--- src/rtl/cpu_pkg.sv ---
`default_nettype none
// +------------------------------------------------------------------+
// | cpu_pkg                                                          |
// | Shared datapath types: serial-adder FSM encodings, nibble width. |
// | Revision: 1.0                                                    |
// +------------------------------------------------------------------+
package cpu_pkg;

  localparam int NIB_W = 4;

  typedef enum logic [1:0] {
    IDLE = 2'd0,
    RUN  = 2'd1,
    DONE = 2'd2
  } state_t;

endpackage : cpu_pkg
`default_nettype wire

--- src/rtl/adder_4bit.sv ---
`default_nettype none
// +------------------------------------------------------------------+
// | adder_4bit                                                       |
// | 4-bit carry-lookahead slice with group propagate/generate out.   |
// | Revision: 1.0                                                    |
// +------------------------------------------------------------------+
module adder_4bit (
  input  logic [3:0] a,
  input  logic [3:0] b,
  input  logic       cin,
  output logic [3:0] sum,
  output logic       pg,
  output logic       gg
);

  logic [3:0] w_p;
  logic [3:0] w_g;
  logic [3:0] w_c;

  assign w_p = a ^ b;
  assign w_g = a & b;

  // Flattened lookahead; no carry-out is exported, callers use pg/gg.
  assign w_c[0] = cin;
  assign w_c[1] = w_g[0] | (w_p[0] & cin);
  assign w_c[2] = w_g[1] | (w_p[1] & w_g[0]) | (w_p[1] & w_p[0] & cin);
  assign w_c[3] = w_g[2] | (w_p[2] & w_g[1]) | (w_p[2] & w_p[1] & w_g[0])
                | (w_p[2] & w_p[1] & w_p[0] & cin);

  assign sum = w_p ^ w_c;
  assign pg  = &w_p;
  assign gg  = w_g[3] | (w_p[3] & w_g[2]) | (w_p[3] & w_p[2] & w_g[1])
             | (w_p[3] & w_p[2] & w_p[1] & w_g[0]);

endmodule : adder_4bit
`default_nettype wire

--- src/rtl/adder_16bit_serial.sv ---
`default_nettype none
// +------------------------------------------------------------------+
// | adder_16bit_serial                                               |
// | Nibble-serial adder reusing one adder_4bit slice, with flags and |
// | valid/ready handshake. Optional subtract: define ADDER_SUB_EN.   |
// | Revision: 1.0                                                    |
// +------------------------------------------------------------------+
module adder_16bit_serial
  import cpu_pkg::*;
#(
  parameter int NIBBLES = 4
) (
  input  logic                     clk,
  input  logic                     rst,
  input  logic                     in_valid,
  output logic                     in_ready,
  input  logic [NIB_W*NIBBLES-1:0] in_a,
  input  logic [NIB_W*NIBBLES-1:0] in_b,
  input  logic                     in_cin,
  input  logic                     in_sub,
  output logic                     out_valid,
  input  logic                     out_ready,
  output logic [NIB_W*NIBBLES-1:0] out_sum,
  output logic                     out_carry,
  output logic                     out_ovf,
  output logic                     out_zero
);

  localparam int c_width = NIB_W * NIBBLES;
  localparam int c_idx_w = (NIBBLES > 1) ? $clog2(NIBBLES) : 1;
  localparam logic [c_idx_w-1:0] c_last_idx = c_idx_w'(NIBBLES - 1);

  state_t               r_state;
  state_t               w_state_nxt;
  logic                 w_accept;
  logic [c_width-1:0]   r_a;
  logic [c_width-1:0]   r_b;
  logic                 r_carry;
  logic [c_idx_w-1:0]   r_idx;
  logic [c_width-1:0]   w_b_eff;
  logic                 w_cin0;
  logic [NIB_W-1:0]     w_nib_a;
  logic [NIB_W-1:0]     w_nib_b;
  logic [NIB_W-1:0]     w_slice_sum;
  logic                 w_pg;
  logic                 w_gg;

`ifdef ADDER_SUB_EN
  // Subtraction as a + ~b + 1; carry out of 1 then means no borrow.
  assign w_b_eff = in_sub ? ~in_b : in_b;
  assign w_cin0  = in_sub ? 1'b1 : in_cin;
`else
  logic w_unused_sub;
  assign w_unused_sub = in_sub;
  assign w_b_eff      = in_b;
  assign w_cin0       = in_cin;
`endif

  always_ff @(posedge clk or posedge rst) begin
    if (rst) r_state <= IDLE;
    else     r_state <= w_state_nxt;
  end

  always_comb begin
    w_state_nxt = r_state;
    in_ready    = 1'b0;
    out_valid   = 1'b0;
    w_accept    = 1'b0;
    case (r_state)
      IDLE: begin
        in_ready = 1'b1;
        if (in_valid) begin
          w_accept    = 1'b1;
          w_state_nxt = RUN;
        end
      end
      RUN: begin
        if (r_idx == c_last_idx) w_state_nxt = DONE;
      end
      DONE: begin
        out_valid = 1'b1;
        if (out_ready) w_state_nxt = IDLE;
      end
      default: w_state_nxt = IDLE;
    endcase
  end

  always_comb begin
    w_nib_a = '0;
    w_nib_b = '0;
    for (int i = 0; i < NIBBLES; i++) begin
      if (r_idx == c_idx_w'(i)) begin
        w_nib_a = r_a[i*NIB_W +: NIB_W];
        w_nib_b = r_b[i*NIB_W +: NIB_W];
      end
    end
  end

  adder_4bit u_slice (
    .a   (w_nib_a),
    .b   (w_nib_b),
    .cin (r_carry),
    .sum (w_slice_sum),
    .pg  (w_pg),
    .gg  (w_gg)
  );

  always_ff @(posedge clk or posedge rst) begin
    if (rst) begin
      r_a     <= '0;
      r_b     <= '0;
      r_carry <= 1'b0;
      r_idx   <= '0;
      out_sum <= '0;
    end else if (w_accept) begin
      r_a     <= in_a;
      r_b     <= w_b_eff;
      r_carry <= w_cin0;
      r_idx   <= '0;
      out_sum <= '0;
    end else if (r_state == RUN) begin
      for (int i = 0; i < NIBBLES; i++) begin
        if (r_idx == c_idx_w'(i)) out_sum[i*NIB_W +: NIB_W] <= w_slice_sum;
      end
      r_carry <= w_gg | (w_pg & r_carry);
      r_idx   <= r_idx + c_idx_w'(1);
    end
  end

  // Flags only report in DONE so they read zero out of reset and mid-run.
  assign out_carry = out_valid & r_carry;
  assign out_ovf   = out_valid & (r_a[c_width-1] == r_b[c_width-1])
                   & (out_sum[c_width-1] != r_a[c_width-1]);
  assign out_zero  = out_valid & ~|out_sum;

endmodule : adder_16bit_serial
`default_nettype wire

--- config.mk ---
export PLATFORM = sky130hd
export DESIGN_NAME = adder_16bit_serial
export DESIGN_NICKNAME = d
export VERILOG_FILES = /design/src/rtl/cpu_pkg.sv /design/src/rtl/adder_4bit.sv /design/src/rtl/adder_16bit_serial.sv
export SDC_FILE = /design/constraint.sdc
export NUM_CORES = 1
export LEC_CHECK = 0
export ABC_AREA = 1
export ABC_CLOCK_PERIOD_IN_PS = 5900
export BUFFER_PORTS_ARGS = -buffer_cell sky130_fd_sc_hd__buf_2
export CORE_MARGIN = 5
export CORE_UTILIZATION = 58
export DETAILED_ROUTE_END_ITERATION = 16
export PLACE_DENSITY = 0.81
export SYNTH_ARGS = -nofsm -noshare
export SYNTH_HDL_FRONTEND = slang
export SYNTH_SLANG_ARGS = --single-unit
--- constraint.sdc ---
create_clock -name clk -period 5.9 [get_ports clk]
set_input_delay 0.295 -clock clk [delete_from_list [all_inputs] [get_ports clk]]
set_output_delay 0.295 -clock clk [all_outputs]
set_load 0.05 [all_outputs]
# Word-level counts from Yosys, hierarchy flattened

Index checks and enable logic that the tools add are counted.

Add/sub/neg operators: 1
Equality and inequality tests: 10
Mux-type cells: 26
Bitwise operators: 32
Reductions and logical operators: 15

Operator list:

| kind                | number |
|---|---|
| $mux 4              | 12 |
| $mux 16             | 2 |
| $and 1x1->1         | 19 |
| $reduce_or 16->1    | 1 |
| $mux 2              | 5 |
| $or 1x1->1          | 10 |
| $reduce_bool 2->1   | 5 |
| $reduce_and 2->1    | 4 |
| $xor 4x4->4         | 2 |
| $eq 2x2->1 const B  | 3 |
| $mux 1              | 6 |
| $ne 2x2->1 const B  | 3 |
| $pmux 2 s3          | 1 |
| $and 4x4->4         | 1 |
| $eq 2x1->1 const B  | 2 |
| $logic_not 2->1     | 2 |
| $reduce_and 4->1    | 1 |
| $reduce_and 3->1    | 1 |
| $add 2x1->2 const B | 1 |
| $eq 1x1->1          | 1 |
| $logic_not 1->1     | 1 |
| $ne 1x1->1          | 1 |

Register bits: 53
Bits of input ports: 38
Word-level logic and storage cells: 93

# Logic depth before layout (Yosys ltp)

Depth after elaboration: 14
Depth in mapped cells: 15
Mapped depth without buffers: 15

# By module

Synthesis repeated with hierarchy kept, for this count alone.

Cell total of the unflattened synthesis: 342
Area total of the unflattened synthesis: 2726.4 um^2

By module, submodules not included:

| module             | times used | cells each | area each (um^2) | seq. area each (um^2) |
|---|---|---|---|---|
| adder_16bit_serial | 1          | 311        | 2536.2           | 1326.3 |
| adder_4bit         | 1          | 31         | 190.2            | 0.0 |

# Worst setup path after synthesis

OpenSTA, ideal clock, no wires.

Path type: reg2out
Start: register r_state[1]
End: output out_ovf
Data arrival time: 2052 ps
Data required time: 5605 ps
Slack: 3553 ps
Cell stages (with the launch flop): 5
Buffers on the path: 0
Cells stage by stage: dfrtp_1 -> inv_1 -> nor2_1 -> o21ai_0 -> nor2_1

Word-level cells in the longest chain between the ends: 4

RTL lines:

| item                   | line                      | RTL |
|---|---|---|
| from (decl)            | adder_16bit_serial.sv:33  | `state_t r_state;` |
| from (signal assigned) | adder_16bit_serial.sv:61  | `else r_state <= w_state_nxt;` |
| $eq 2x2->1             | adder_16bit_serial.sv:69  | `case (r_state)` |
| $mux 1                 | adder_16bit_serial.sv:69  |  |
| named net out_valid    | adder_16bit_serial.sv:21  | `output logic out_valid,` |
| $and 1x1->1            | adder_16bit_serial.sv:132 | `assign out_ovf = out_valid & (r_a[c_width-1] == r_b[c_width-1])` |
| $and 1x1->1            | adder_16bit_serial.sv:133 | `& (out_sum[c_width-1] != r_a[c_width-1]);` |
| to (decl)              | adder_16bit_serial.sv:25  | `output logic out_ovf,` |

The timed path passes the listed nets, and every way through them passes these cells.

# Worst setup path in the final report

Start: register r_idx[1]
End: register out_sum[9]

Word-level cells in the longest chain between the ends: 12

RTL lines:

| item                            | line                      | RTL |
|---|---|---|
| from (decl)                     | adder_16bit_serial.sv:39  | `logic [c_idx_w-1:0] r_idx;` |
| from (signal assigned)          | adder_16bit_serial.sv:126 | `r_idx <= r_idx + c_idx_w'(1);` |
| $logic_not 2->1                 | adder_16bit_serial.sv:92  | `if (r_idx == c_idx_w'(i)) begin` |
| $mux 4 (4 in series)            | adder_16bit_serial.sv:92  |  |
| $xor 4x4->4                     | adder_4bit.sv:20          | `assign w_p = a ^ b;` |
| $and 1x1->1                     | adder_4bit.sv:25          | `assign w_c[1] = w_g[0] \| (w_p[0] & cin);` |
| $or 1x1->1                      | adder_4bit.sv:25          |  |
| $xor 4x4->4                     | adder_4bit.sv:30          | `assign sum = w_p ^ w_c;` |
| $mux 4                          | adder_16bit_serial.sv:123 | `if (r_idx == c_idx_w'(i)) out_sum[i*NIB_W +: NIB_W] <= w_slice_sum;` |
| $mux 16                         | adder_16bit_serial.sv:121 | `end else if (r_state == RUN) begin` |
| $mux 16                         | adder_16bit_serial.sv:115 | `end else if (w_accept) begin` |
| to (signal, indexed assignment) | adder_16bit_serial.sv:123 |  |
| to (decl)                       | adder_16bit_serial.sv:23  | `output logic [NIB_W*NIBBLES-1:0] out_sum,` |

Parallel ways exist; a longest one is shown, timed or not. The select of a mux whose other input is x is not followed.
A chain may end at the register's enable or synchronous reset.

==> metrics.cfg <==
[sta]
tns_ns=0
min_period_ns=2.77
relSlewSlack_pct=28.8
hold_slack_ns=0.192
rsz0062_at_grt=false
finalSetupViolCount=0
maxSlewViolCount=0
period_share_pct=47.0
fmax_ghz=0.361
skew_ns=0.00766
worstMarginPinSlew_ns=1.07
hold_viol=0

[placement]
dp_hpwl_mm=4.31
port_buffers=57
gp_congestion=0.826
placed_area_sq_mm=0.00297
placed_cells=394

[yosys]
synth_top_area_share_pct=49.2
synth_top_area_cell=dfrtp_1
yosys_warnings=0
synth_nets=341
ys_top_cells_by_area=dfrtp_1, mux2_4, nand2_1
synth_area_sq_mm=0.00270
ys_types=25
syn_inst=293
synth_area_per_cell_sq_um=9.20
synth_seq_area_share_pct=49.2
synth_seq_cells=53

[layout]
layout-drive-gt1-share_pct=24.6
syn2layout_area_growth_pct=14.4
final_cells=402
design_area_sq_mm=0.00308
final_nets=397
diodes=0
n_fill_cell=360

[worst_setup_path]
worstRegToRegCells=12
critical_path_required_ns=6.12
cp_data_arrival_time_ns=2.99
criticalPathCategory=register to register
critical_path.endpoint_type=register
startpoint_type=register
worst-path-max-fanout=7

[clocking]
cts_tree=built
path_clk_slew_ns=0.09
post-cts-setup-buffers=0
h-tree-depth=2
insertion_delay_ns=0.31
hold_buffers=0
clockBufferDepth=2
cts_buffers=5
cts_resized=0
cts_sinks=53
ctsRootBufferMaster=clkbuf_8

[die]
initial_core_util_pct=60.6
row_count=24
die_area_sq_mm=0.00611
die_x_um=78.2
core_sq_mm=0.00444
io_pins=59
die_h_um=78.2

[global_route]
grt-ovfl-total=0
grt_pass1_wl_mm=10.1
antenna_found_initial=0
grt_max_degree=65
grt_usage_pct=20.6
grt_pass1_vias=2224

[min_path]
hp-class=input pin to register
holdPathStages=2

[flow_run]
cap_violations=0

[drt]
wirelength_mm=5.77
drc=0
antenna_left=0
wire_per_inst_um=14.4
drtIter0Drc=170
vias=2176
routed_via_density=5.41
drt_pass1_iterations=4

[outcome]
status=finished clean

==> layout by cell type, fill, tap and decap left out <==
cell type / netlist / final
dfrtp_1: 53 / 53
a21oi_1: 27 / 27
or2_2: 1 / 1
bufinv_16: 0 / 1
nand3_1: 6 / 6
inv_2: 1 / 2
xnor2_1: 1 / 1
o21ai_0: 30 / 30
nor2_1: 29 / 29
o22ai_1: 7 / 7
nand2_1: 51 / 51
ha_1: 9 / 9
clkbuf_1: 0 / 1
clkbuf_8: 0 / 6
inv_1: 38 / 37
nand2_2: 1 / 1
mux2_4: 15 / 15
nand2_4: 1 / 1
a22oi_1: 1 / 1
nor2_4: 1 / 1
a21oi_2: 1 / 1
buf_2: 3 / 57
nor4_1: 4 / 4
clkinv_1: 1 / 1
nand4_1: 6 / 6
fa_1: 1 / 1
==> critical path, cell delays in order (launching register included) <==
cell and delay [ns]:
dfrtp_1 0.39, inv_1 0.08, ha_1 0.28, inv_1 0.20, nand2_2 0.15, o21ai_0 0.19
nor2_1 0.06, o22ai_1 0.30, inv_1 0.10, fa_1 0.39, xnor2_1 0.16, nand2_1 0.15
o21ai_0 0.23
==> layer usage <==
layer / share of wire [%] / vias up / routed length (um) / global-route usage, %
met5: 0 / - / 0 / 0
met4: 1.4 / 0 / 80 / 6.29
met3: 5.7 / 9 / 331 / 4.81
met2: 50 / 52 / 2870 / 34.6
met1: 43 / 1039 / 2490 / 26.6
li1: - / 1076 / - / -
==> logic make-up (layout without fill, tap and decap cells) <==
group / Yosys count / in the layout / synth area share (%)
simple gates: 100 / 100 / 15.9
fa+ha+maj: 10 / 10 / 4.92
mux: 15 / 15 / 8.36
buf+inv: 48 / 105 / 8.50
compound gates: 66 / 66 / 12.8
flops: 53 / 53 / 49.2
xor+xnor: 1 / 1 / 0.325
==> sequential cells by signal, indices dropped and copies added (netlist names) <==
signal and count:
r_state 2, r_a 16, out_sum 16, r_carry 1, r_b 16, r_idx 2
==> synth_stat cells <==
master    instances
inv_2             1
a22oi_1           1
xnor2_1           1
buf_6             3
nand2_2           1
nor4_1            4
nor2_4            1
nand3_1           6
nand2_1          51
clkinv_1          1
o21ai_0          30
ha_1              9
dfrtp_1          53
buf_2             3
fa_1              1
o22ai_1           7
nand2_4           1
buf_8             2
nor2_1           29
a21oi_1          27
or2_2             1
mux2_4           15
nand4_1           6
a21oi_2           1
inv_1            38
==> layout make-up <==
| class | instances | area (sq um) | share of cell area (%) |
|---|---|---|---|
| flip-flops and latches | 53 | 1330 | 43.0 |
| multi-input cells | 192 | 1140 | 37.0 |
| repair buffers | 57 | 285 | 9.25 |
| inverters | 40 | 150 | 4.87 |
| clock buffers | 7 | 86.3 | 2.80 |
| well taps | 52 | 65.1 | 2.11 |
| clock inverters | 1 | 30.0 | 0.974 |
==> worst paths after layout <==
| check | start | end | slack (ns) |
|---|---|---|---|
| max reg2reg | r_idx[1] | out_sum[9] | 3.13 |
| min in group asynchronous | rst | r_b[6] | 0.24 |
| min | out_ready | r_state[1] | 0.19 |
| max in group asynchronous | rst | out_sum[8] | 5.00 |
| min reg2reg | r_a[1] | r_a[1] | 0.52 |
| max | r_idx[1] | out_sum[9] | 3.13 |
==> metrics by stage <==
step	utilization (%)	worst slack, ns
after floorplan	-	3.55
after global placement	66.8	3.27
after detailed placement	66.8	3.22
after CTS	69.4	3.13
after global routing	69.4	2.86
final	69.4	3.13
Power is not shown: default switching activity piles up to over one toggle a cycle in this logic, so the estimate is an artifact.
